**config.mk**
```make
export PLATFORM = sky130hd
export DESIGN_NAME = julia_pixel_sched
export DESIGN_NICKNAME = d
export VERILOG_FILES = /design/src/rtl/julia_pixel_sched_pkg.sv /design/src/rtl/julia_escape_chk.sv /design/src/rtl/julia_pixel_sched.sv
export SDC_FILE = /design/constraint.sdc
export NUM_CORES = 1
export LEC_CHECK = 0
export CAP_MARGIN = 5
export CORE_UTILIZATION = 40
export DETAILED_ROUTE_END_ITERATION = 6
export GPL_TIMING_DRIVEN = 0
export PLACE_DENSITY = 0.85
export SLEW_MARGIN = 20
export SYNTH_ARGS = -nofsm -noshare
export SYNTH_HDL_FRONTEND = slang
export SYNTH_SLANG_ARGS = --single-unit
```
**constraint.sdc**
```tcl
create_clock -name clk -period 3 [get_ports clk]
set_input_delay 0.3 -clock clk [delete_from_list [all_inputs] [get_ports clk]]
set_output_delay 0.3 -clock clk [all_outputs]
set_load 0.005 [all_outputs]
```
**src/rtl/julia_pixel_sched_pkg.sv**
```systemverilog
// Shared types and constants for the Julia pixel scheduler.
// Fixed-point values are signed 32-bit in SCALE units.
package julia_pixel_sched_pkg;

  typedef logic signed [31:0] fix_t;

  typedef enum logic [2:0] {
    S_IDLE,
    S_ISSUE,
    S_WAIT,
    S_CHECK,
    S_DONE
  } state_t;

  localparam int SCALE_DEF = 1024;

  function automatic longint esc_r2(input int s);
    return 4 * longint'(s) * longint'(s);
  endfunction

  function automatic longint esc_abs(input int s);
    return 2 * longint'(s);
  endfunction

  localparam longint ESC_R2  = esc_r2(SCALE_DEF);
  localparam longint ESC_ABS = esc_abs(SCALE_DEF);

endpackage

```
**src/rtl/julia_escape_chk.sv**
```systemverilog
// Combinational escape decision on one datapath result.
// res is in SCALE^2 units; a negative res means it overflowed.
module julia_escape_chk
  import julia_pixel_sched_pkg::*;
#(
  parameter int SCALE = SCALE_DEF
) (
  input  logic signed [31:0] wx,
  input  logic signed [31:0] wy,
  input  logic signed [31:0] res,
  output logic               escape
);

  localparam longint R2 = esc_r2(SCALE);
  localparam longint AB = esc_abs(SCALE);

  longint wx_l;
  longint wy_l;
  longint res_l;

  assign wx_l  = longint'(wx);
  assign wy_l  = longint'(wy);
  assign res_l = longint'(res);

  always_comb begin
    escape = 1'b0;
    if (res_l > R2)  escape = 1'b1;
    if (res_l < 0)   escape = 1'b1;
    if (wx_l > AB)   escape = 1'b1;
    if (wx_l < -AB)  escape = 1'b1;
    if (wy_l > AB)   escape = 1'b1;
    if (wy_l < -AB)  escape = 1'b1;
  end

endmodule

```
**src/rtl/julia_pixel_sched.sv**
```systemverilog
// Per-pixel Julia iteration controller driving a 1-cycle step datapath.
// Define JULIA_STATS_EN to add stat_pixels / stat_steps counters.
module julia_pixel_sched
  import julia_pixel_sched_pkg::*;
#(
  parameter int SCALE  = SCALE_DEF,
  parameter int ITER_W = 8,
  parameter int TAG_W  = 19
) (
  input  logic                     clk,
  input  logic                     rst,
  input  logic                     pix_valid,
  output logic                     pix_ready,
  input  logic signed [31:0]       pix_x,
  input  logic signed [31:0]       pix_y,
  input  logic [TAG_W-1:0]         pix_tag,
  input  logic signed [31:0]       cfg_cr,
  input  logic signed [31:0]       cfg_ci,
  input  logic [ITER_W-1:0]        cfg_max_iter,
  output logic                     step_en,
  output logic signed [31:0]       step_x,
  output logic signed [31:0]       step_y,
  output logic signed [31:0]       step_cr,
  output logic signed [31:0]       step_ci,
  input  logic                     step_end,
  input  logic signed [31:0]       step_wx,
  input  logic signed [31:0]       step_wy,
  input  logic signed [31:0]       step_res,
  output logic                     res_valid,
  input  logic                     res_ready,
  output logic [ITER_W-1:0]        res_iter,
  output logic                     res_escaped,
  output logic [TAG_W-1:0]         res_tag
`ifdef JULIA_STATS_EN
  ,
  output logic [31:0]              stat_pixels,
  output logic [31:0]              stat_steps
`endif
);

  state_t state;
  state_t state_n;

  fix_t              wx_q;
  fix_t              wy_q;
  fix_t              r_q;
  logic [ITER_W-1:0] cnt;
  logic [ITER_W-1:0] max_q;
  logic              esc_q;
  logic              escape;
  logic              accept;
  logic              cap;
  logic              hs;
  logic              at_lim;

  julia_escape_chk #(
    .SCALE (SCALE)
  ) u_esc (
    .wx     (wx_q),
    .wy     (wy_q),
    .res    (r_q),
    .escape (escape)
  );

  assign accept = (state == S_IDLE) && pix_valid;
  assign cap    = (state == S_WAIT) && step_end;
  assign hs     = (state == S_DONE) && res_ready;
  assign at_lim = (cnt == max_q);

  assign pix_ready   = (state == S_IDLE);
  assign step_en     = (state == S_ISSUE) || (state == S_WAIT);
  assign res_valid   = (state == S_DONE);
  assign res_iter    = cnt;
  assign res_escaped = esc_q;

  always_ff @(posedge clk) begin
    if (rst) state <= S_IDLE;
    else     state <= state_n;
  end

  always_comb begin
    state_n = state;
    unique case (state)
      S_IDLE: begin
        if (pix_valid)
          state_n = (cfg_max_iter == '0) ? S_DONE : S_ISSUE;
      end
      S_ISSUE: state_n = S_WAIT;
      S_WAIT: begin
        if (step_end) state_n = S_CHECK;
      end
      S_CHECK: begin
        if (escape || at_lim) state_n = S_DONE;
        else                  state_n = S_ISSUE;
      end
      S_DONE: begin
        if (res_ready) state_n = S_IDLE;
      end
      default: state_n = S_IDLE;
    endcase
  end

  // Operands only move on accept or on the CHECK->ISSUE hop.
  always_ff @(posedge clk) begin
    if (rst) begin
      step_x  <= '0;
      step_y  <= '0;
      step_cr <= '0;
      step_ci <= '0;
      max_q   <= '0;
      res_tag <= '0;
      cnt     <= '0;
      esc_q   <= 1'b0;
      wx_q    <= '0;
      wy_q    <= '0;
      r_q     <= '0;
    end else begin
      if (accept) begin
        step_x  <= pix_x;
        step_y  <= pix_y;
        step_cr <= cfg_cr;
        step_ci <= cfg_ci;
        max_q   <= cfg_max_iter;
        res_tag <= pix_tag;
        cnt     <= '0;
        esc_q   <= 1'b0;
      end
      if (cap) begin
        wx_q <= step_wx;
        wy_q <= step_wy;
        r_q  <= step_res;
        cnt  <= cnt + 1'b1;
      end
      if (state == S_CHECK) begin
        if (escape) begin
          esc_q <= 1'b1;
        end else if (!at_lim) begin
          step_x <= wx_q;
          step_y <= wy_q;
        end
      end
    end
  end

`ifdef JULIA_STATS_EN
  always_ff @(posedge clk) begin
    if (rst) begin
      stat_pixels <= '0;
      stat_steps  <= '0;
    end else begin
      if (hs && (stat_pixels != '1))
        stat_pixels <= stat_pixels + 32'd1;
      if (cap && (stat_steps != '1))
        stat_steps <= stat_steps + 32'd1;
    end
  end
`else
  logic unused_hs;
  assign unused_hs = hs;
`endif

endmodule

```
==> results of run 1 <==
## area by class of cell
class                           count  area, um2  area share
Clock buffer                       39        823      0.0524
Multi-Input combinational cell    960       4440       0.283
Tap cell                          330        413      0.0263
Buffer                            103        532      0.0339
Antenna cell                        1       2.50    0.000159
Clock inverter                     13       81.3     0.00518
Timing Repair Buffer              413       4130       0.263
Inverter                            3       11.3    0.000717
Sequential cell                   263       5270       0.335
## flip-flops by register name, indices dropped and copies added, names as in the netlist
register	count
max_q	8
r_q	32
res_escaped	1
res_iter	8
res_tag	19
state	3
step_ci	32
step_cr	32
step_x	32
step_y	32
wx_q	32
wy_q	32
## cells by family after synthesis
group	Yosys count
AO/OA/AOI/OAI	297
XOR/XNOR	11
adder cells (fa/ha/maj)	1
buffers and inverters	106
flip-flops	263
multiplexers	3
AND/OR/NAND/NOR	648
## power by group
part           switching [mW]  total, mW  leakage (nW)  internal [mW]
clock network            1.44       3.36         0.450           1.92
registers               0.342       4.43          2.15           4.09
logic                    2.49       4.36          3.04           1.87
## worst min-delay path by stage
stage                  end  slack, ns  cells past startpoint
6_report           wy_q[8]       0.30                      3
5_1_grt        step_cr[23]       0.29                      3
4_1_cts        step_cr[23]       0.28                      3
3_5_place_dp   res_tag[18]       0.45                      2
3_3_place_gp    res_tag[1]       0.44                      2
2_1_floorplan       r_q[8]       0.43                      2
## worst max-delay path: stages, from the launching register on
cell,delay (ns)
dfxtp_1,0.42
nor4b_1,0.39
nand4_1,0.22
a211oi_1,0.37
o22a_1,0.29
buf_2,0.30
a41o_1,0.28
buf_4,0.22
a31oi_1,0.07
## metrics by stage
step                area (um2)  setup slack (ns)  setup TNS [ns]
finish                   15700             0.305               0
global route             15700             0.127               0
CTS                      15700             0.175               0
detailed placement       14800           -0.0888          -0.455
global placement         14800            0.0356               0
floorplan                10200             0.848               0
## routing by layer
| layer | track usage | routed length (um) | vias up |
|---|---|---|---|
| met5 | 0 | 0 | - |
| met4 | 0.103 | 1450 | 0 |
| met3 | 0.0536 | 2840 | 89 |
| met2 | 0.450 | 17500 | 492 |
| met1 | 0.342 | 15200 | 5253 |
| li1 | - | - | 5361 |
## cells in the final DEF (no fill, tap or decap), drive strengths merged, types with 3 or more instances in the layout
master,Yosys,final
or4,3,3
buf,15,15
clkbuf,88,127
xnor2,9,9
o21ai,28,28
nor4,22,22
clkinv,1,10
nand2,539,539
nor2,20,20
inv,2,4
a31oi,41,41
dfxtp,263,263
nor3,5,5
nand4,41,41
clkdlybuf4s50,0,413
nand3,6,6
a21oi,214,214
## timing repair
item / CTS / global route
gates cloned: 0 / 0
setup endpoints to repair: 10 / 5
gates resized for setup: 1 / 2
==> impl_metrics.yaml, run 1 <==
synth:
  yosys.area_share.simple: 0.264
  synth_area_um2: 10200
  ys_async_sr_fraction: 0
  synth_most_common_cell: "nand2_1"
  synth_cells: 1329
  netlist.area_leader.share: 0.514
  synth_compound_area_frac: 0.155
  yosysUniqueCellTypes: 49
  ys.flop_type: "dfxtp_1"
  synthMuxAreaShare: 0.00318
  yosysTopAreaCell: "dfxtp_1"
  syn_avg_cell_area_um2: 7.71
  synth_xor_area_frac: 0.00941
  synth_edf_count: 0
  yosys_warnings: 0
  synth_top_family_by_area: "simple AND/OR/NAND/NOR gates"
  ys_seq_elements: 263
  ys_top_cells_by_area: "dfxtp_1, nand2_1, a21oi_1"
  yosysSeqAreaShare: 0.514
  syn_nets: 1586
  synth_common_cells: "nand2_1, dfxtp_1, a21oi_1"
  synthAdderAreaFrac: 0.00122
placement:
  place_inst: 2072
  portBuffers: 413
  dp_hpwl_um: 28100
  gp_congestion: 0.875
worst_setup_path:
  required_ns: 3.41
  worstReg2RegStart: "wy_q[11]"
  cp.arrival_ns: 3.11
  r2r_setup_slack_ns: 0.31
  cp_max_fo: 10
  startpoint: "wy_q[11]"
  cp-end-kind: "flop"
  startpoint_type: "flop"
  crit_type: "reg -> reg"
  crit_end: "step_x[29]"
  rr_endpoint: "step_x[29]"
  reg2reg_depth: 8
timing:
  clock_skew_ns: 0.0139
  period_minus_slack_ns: 2.69
  rsz0062_at_grt: "false"
  whs_ns: 0.304
  finalCritPeriodShare: 0.898
  slew_headroom: 0.424
  clock.fmax_ghz: 0.371
  drv_slew: 0
  worst_pin_slew_ns: 0.864
  setup_viol: 0
  hold_violations: 0
clock_tree:
  holdBufCountCts: 0
  cts_made_buffers: 29
  post_cts_buffers: 0
  cts.sinks: 263
  cts_tree: "built"
  htreeDepth: 1
  clockBufferDepth: 3
  root_buffer: "clkbuf_16"
  cts.clk_slew.worst_paths_ns: 0.07
  clock_latency_ns: 0.55
layout:
  utilization: 0.623
  drive_above_1_share: 0.0446
  fill_cells: 2081
  nNetsFinal: 2030
  finalNonFillerCells: 2125
  syn2layout_area_growth_pct: 53.3
global_route:
  grt_pass1_wl_um: 55700
  grt_pass1_vias: 10300
  gr-total-overflow: 0
  grt_max_degree: 15
  grt_antenna_before_repair: 1
  grt_usage: 0.269
worst_hold_path:
  hold_start: "step_wy[8]"
  min_path_type: "in -> reg"
detailed_routing:
  ant_nets: 0
  wl_per_cell_um: 17.4
  drt-initial-drc-count: 923
  finalWirelength_um: 37000
  via_count: 11200
  drcViolationCount: 0
  firstDrtPassIters: 5
  vias_per_cell: 5.27
floorplan:
  die_h_um: 162
  initial_core_util: 0.407
  core_area_um2: 25200
  die_area_um2: 26200
  dieWidth_um: 162
  num_io_pins: 415
  row_count: 58
power:
  power_density_nw_per_um2: 774
  p_leak_nw: 5.64
  vdd_drop_max_uv: 622
  finalPower_mw: 12.1
outcome:
  outcome: "completed"
flow_run:
  drv_cap: 0
Power figures use the tool's default switching activity.
==> run 2: changes to the inputs <==
Settings changed: CORE_ASPECT_RATIO set to 0.9.
==> impl_metrics.yaml, run 2 (synthesis gave the netlist of run 1 again) <==
flow_run:
  drv_cap: 0
worst_setup_path:
  required_ns: 3.46
  r2r_setup_slack_ns: 0.27
  crit_type: "reg -> reg"
  rr_endpoint: "step_cr[17]"
  cp.arrival_ns: 3.19
  cp_max_fo: 10
  reg2reg_depth: 8
  cp-end-kind: "flop"
  worstReg2RegStart: "state[1]"
  crit_end: "step_cr[17]"
  startpoint: "state[1]"
  startpoint_type: "flop"
global_route:
  grt_usage: 0.280
  grt_pass1_wl_um: 57400
  grt_max_degree: 15
  gr-total-overflow: 0
  grt_antenna_before_repair: 1
  grt_pass1_vias: 10800
timing:
  setup_viol: 0
  slew_headroom: 0.497
  finalCritPeriodShare: 0.910
  worst_pin_slew_ns: 0.754
  clock_skew_ns: 0.0151
  period_minus_slack_ns: 2.73
  fin_tns_setup_ns: 0
  drv_slew: 0
  hold_violations: 0
  whs_ns: 0.301
  rsz0062_at_grt: "false"
  clock.fmax_ghz: 0.366
layout:
  n_antenna_cell: 0
  drive_above_1_share: 0.0436
  syn2layout_area_growth_pct: 54.4
  utilization: 0.629
  layout_commonest_cell: "nand2_1"
  final_cell_mix: "nand2_1, clkdlybuf4s50_1, dfxtp_1, a21oi_1, clkbuf_1"
  final_area_um2: 15800
  nNetsFinal: 2028
detailed_routing:
  vias_per_cell: 5.21
  wl_per_cell_um: 17.7
  drt-initial-drc-count: 962
  drcViolationCount: 0
  via_count: 11100
  firstDrtPassIters: 5
  finalWirelength_um: 37700
  ant_nets: 0
power:
  power_density_nw_per_um2: 797
  p_leak_nw: 5.68
  vdd_drop_max_uv: 516
clock_tree:
  cts.clk_slew.worst_paths_ns: 0.07
  root_buffer: "clkbuf_16"
  cts_tree: "built"
  htreeDepth: 1
  clock_latency_ns: 0.54
  clockBufferDepth: 3
  cts_made_buffers: 27
  post_cts_buffers: 0
  cts.sinks: 263
floorplan:
  num_io_pins: 415
  initial_core_util: 0.408
  row_count: 55
  core_area_um2: 25100
  die_h_um: 154
  die_area_um2: 26200
  dieWidth_um: 171
placement:
  portBuffers: 413
  dpl_cell_area_um2: 14800
  dp_hpwl_um: 28500
  gp_congestion: 0.900
worst_hold_path:
  hold_depth: 3
  hold_start: "cfg_ci[4]"
  min_path_type: "in -> reg"
outcome:
  outcome: "completed"
==> run 2: area by class of cell <==
| type | count | area, um2 |
|---|---|---|
| fillers | 2062 | 9310 |
| flip-flops and latches | 263 | 5270 |
| multi-input cells | 960 | 4440 |
| repair buffers | 413 | 4130 |
| clock buffers | 38 | 787 |
| plain buffers | 103 | 533 |
| well taps | 342 | 428 |
| clock inverters | 11 | 215 |
| inverters | 3 | 11.3 |
==> run 2: metrics by stage <==
stage / worst slack (ns) / instances / power [mW]
2_1_floorplan: 0.848 / 1329 / 6.65
3_3_place_gp: -0.0477 / 2084 / 8.67
3_5_place_dp: -0.205 / 2084 / 8.79
4_1_cts: 0.0101 / 2133 / 12.6
5_1_grt: 0.0294 / 2133 / 13.2
6_report: 0.271 / 2133 / 12.6
==> run 2: power by group <==
group / internal [mW] / leakage [nW] / total [mW] / switching, mW
Combinational: 1.87 / 3.05 / 4.38 / 2.51
Clock: 2.34 / 0.490 / 3.79 / 1.45
Sequential: 4.09 / 2.15 / 4.44 / 0.350
==> run 2: what timing repair did <==
| action | CTS | global route |
|---|---|---|
| hold buffers | 0 | 0 |
| pin swaps | 0 | 0 |
| gates resized for setup | 1 | 4 |
| endpoints found under the setup margin | 10 | 19 |
| endpoints found under the hold margin | 0 | 0 |
==> run 2: critical path, stage by stage, from the launching register on <==
cell	delay (ns)
dfxtp_1	0.30
clkbuf_1	0.16
nor3_1	0.46
and2_1	0.19
clkbuf_1	0.37
clkbuf_2	0.35
buf_1	0.50
nand2_1	0.15
a21oi_1	0.17
==> run 2: worst min path at each step <==
stage / end / slack, ns
4_1_cts: res_tag[11] / 0.29
2_1_floorplan: r_q[8] / 0.43
3_3_place_gp: res_tag[14] / 0.44
3_5_place_dp: step_cr[3] / 0.45
6_report: step_ci[4] / 0.30
5_1_grt: step_cr[14] / 0.30
==> run 2: metal layers <==
metal,wire length [um],GRT usage,up-vias
li1,-,-,5337
met1,15400,0.351,5182
met2,17600,0.465,497
met3,3200,0.0625,96
met4,1530,0.110,2
met5,10,0,-
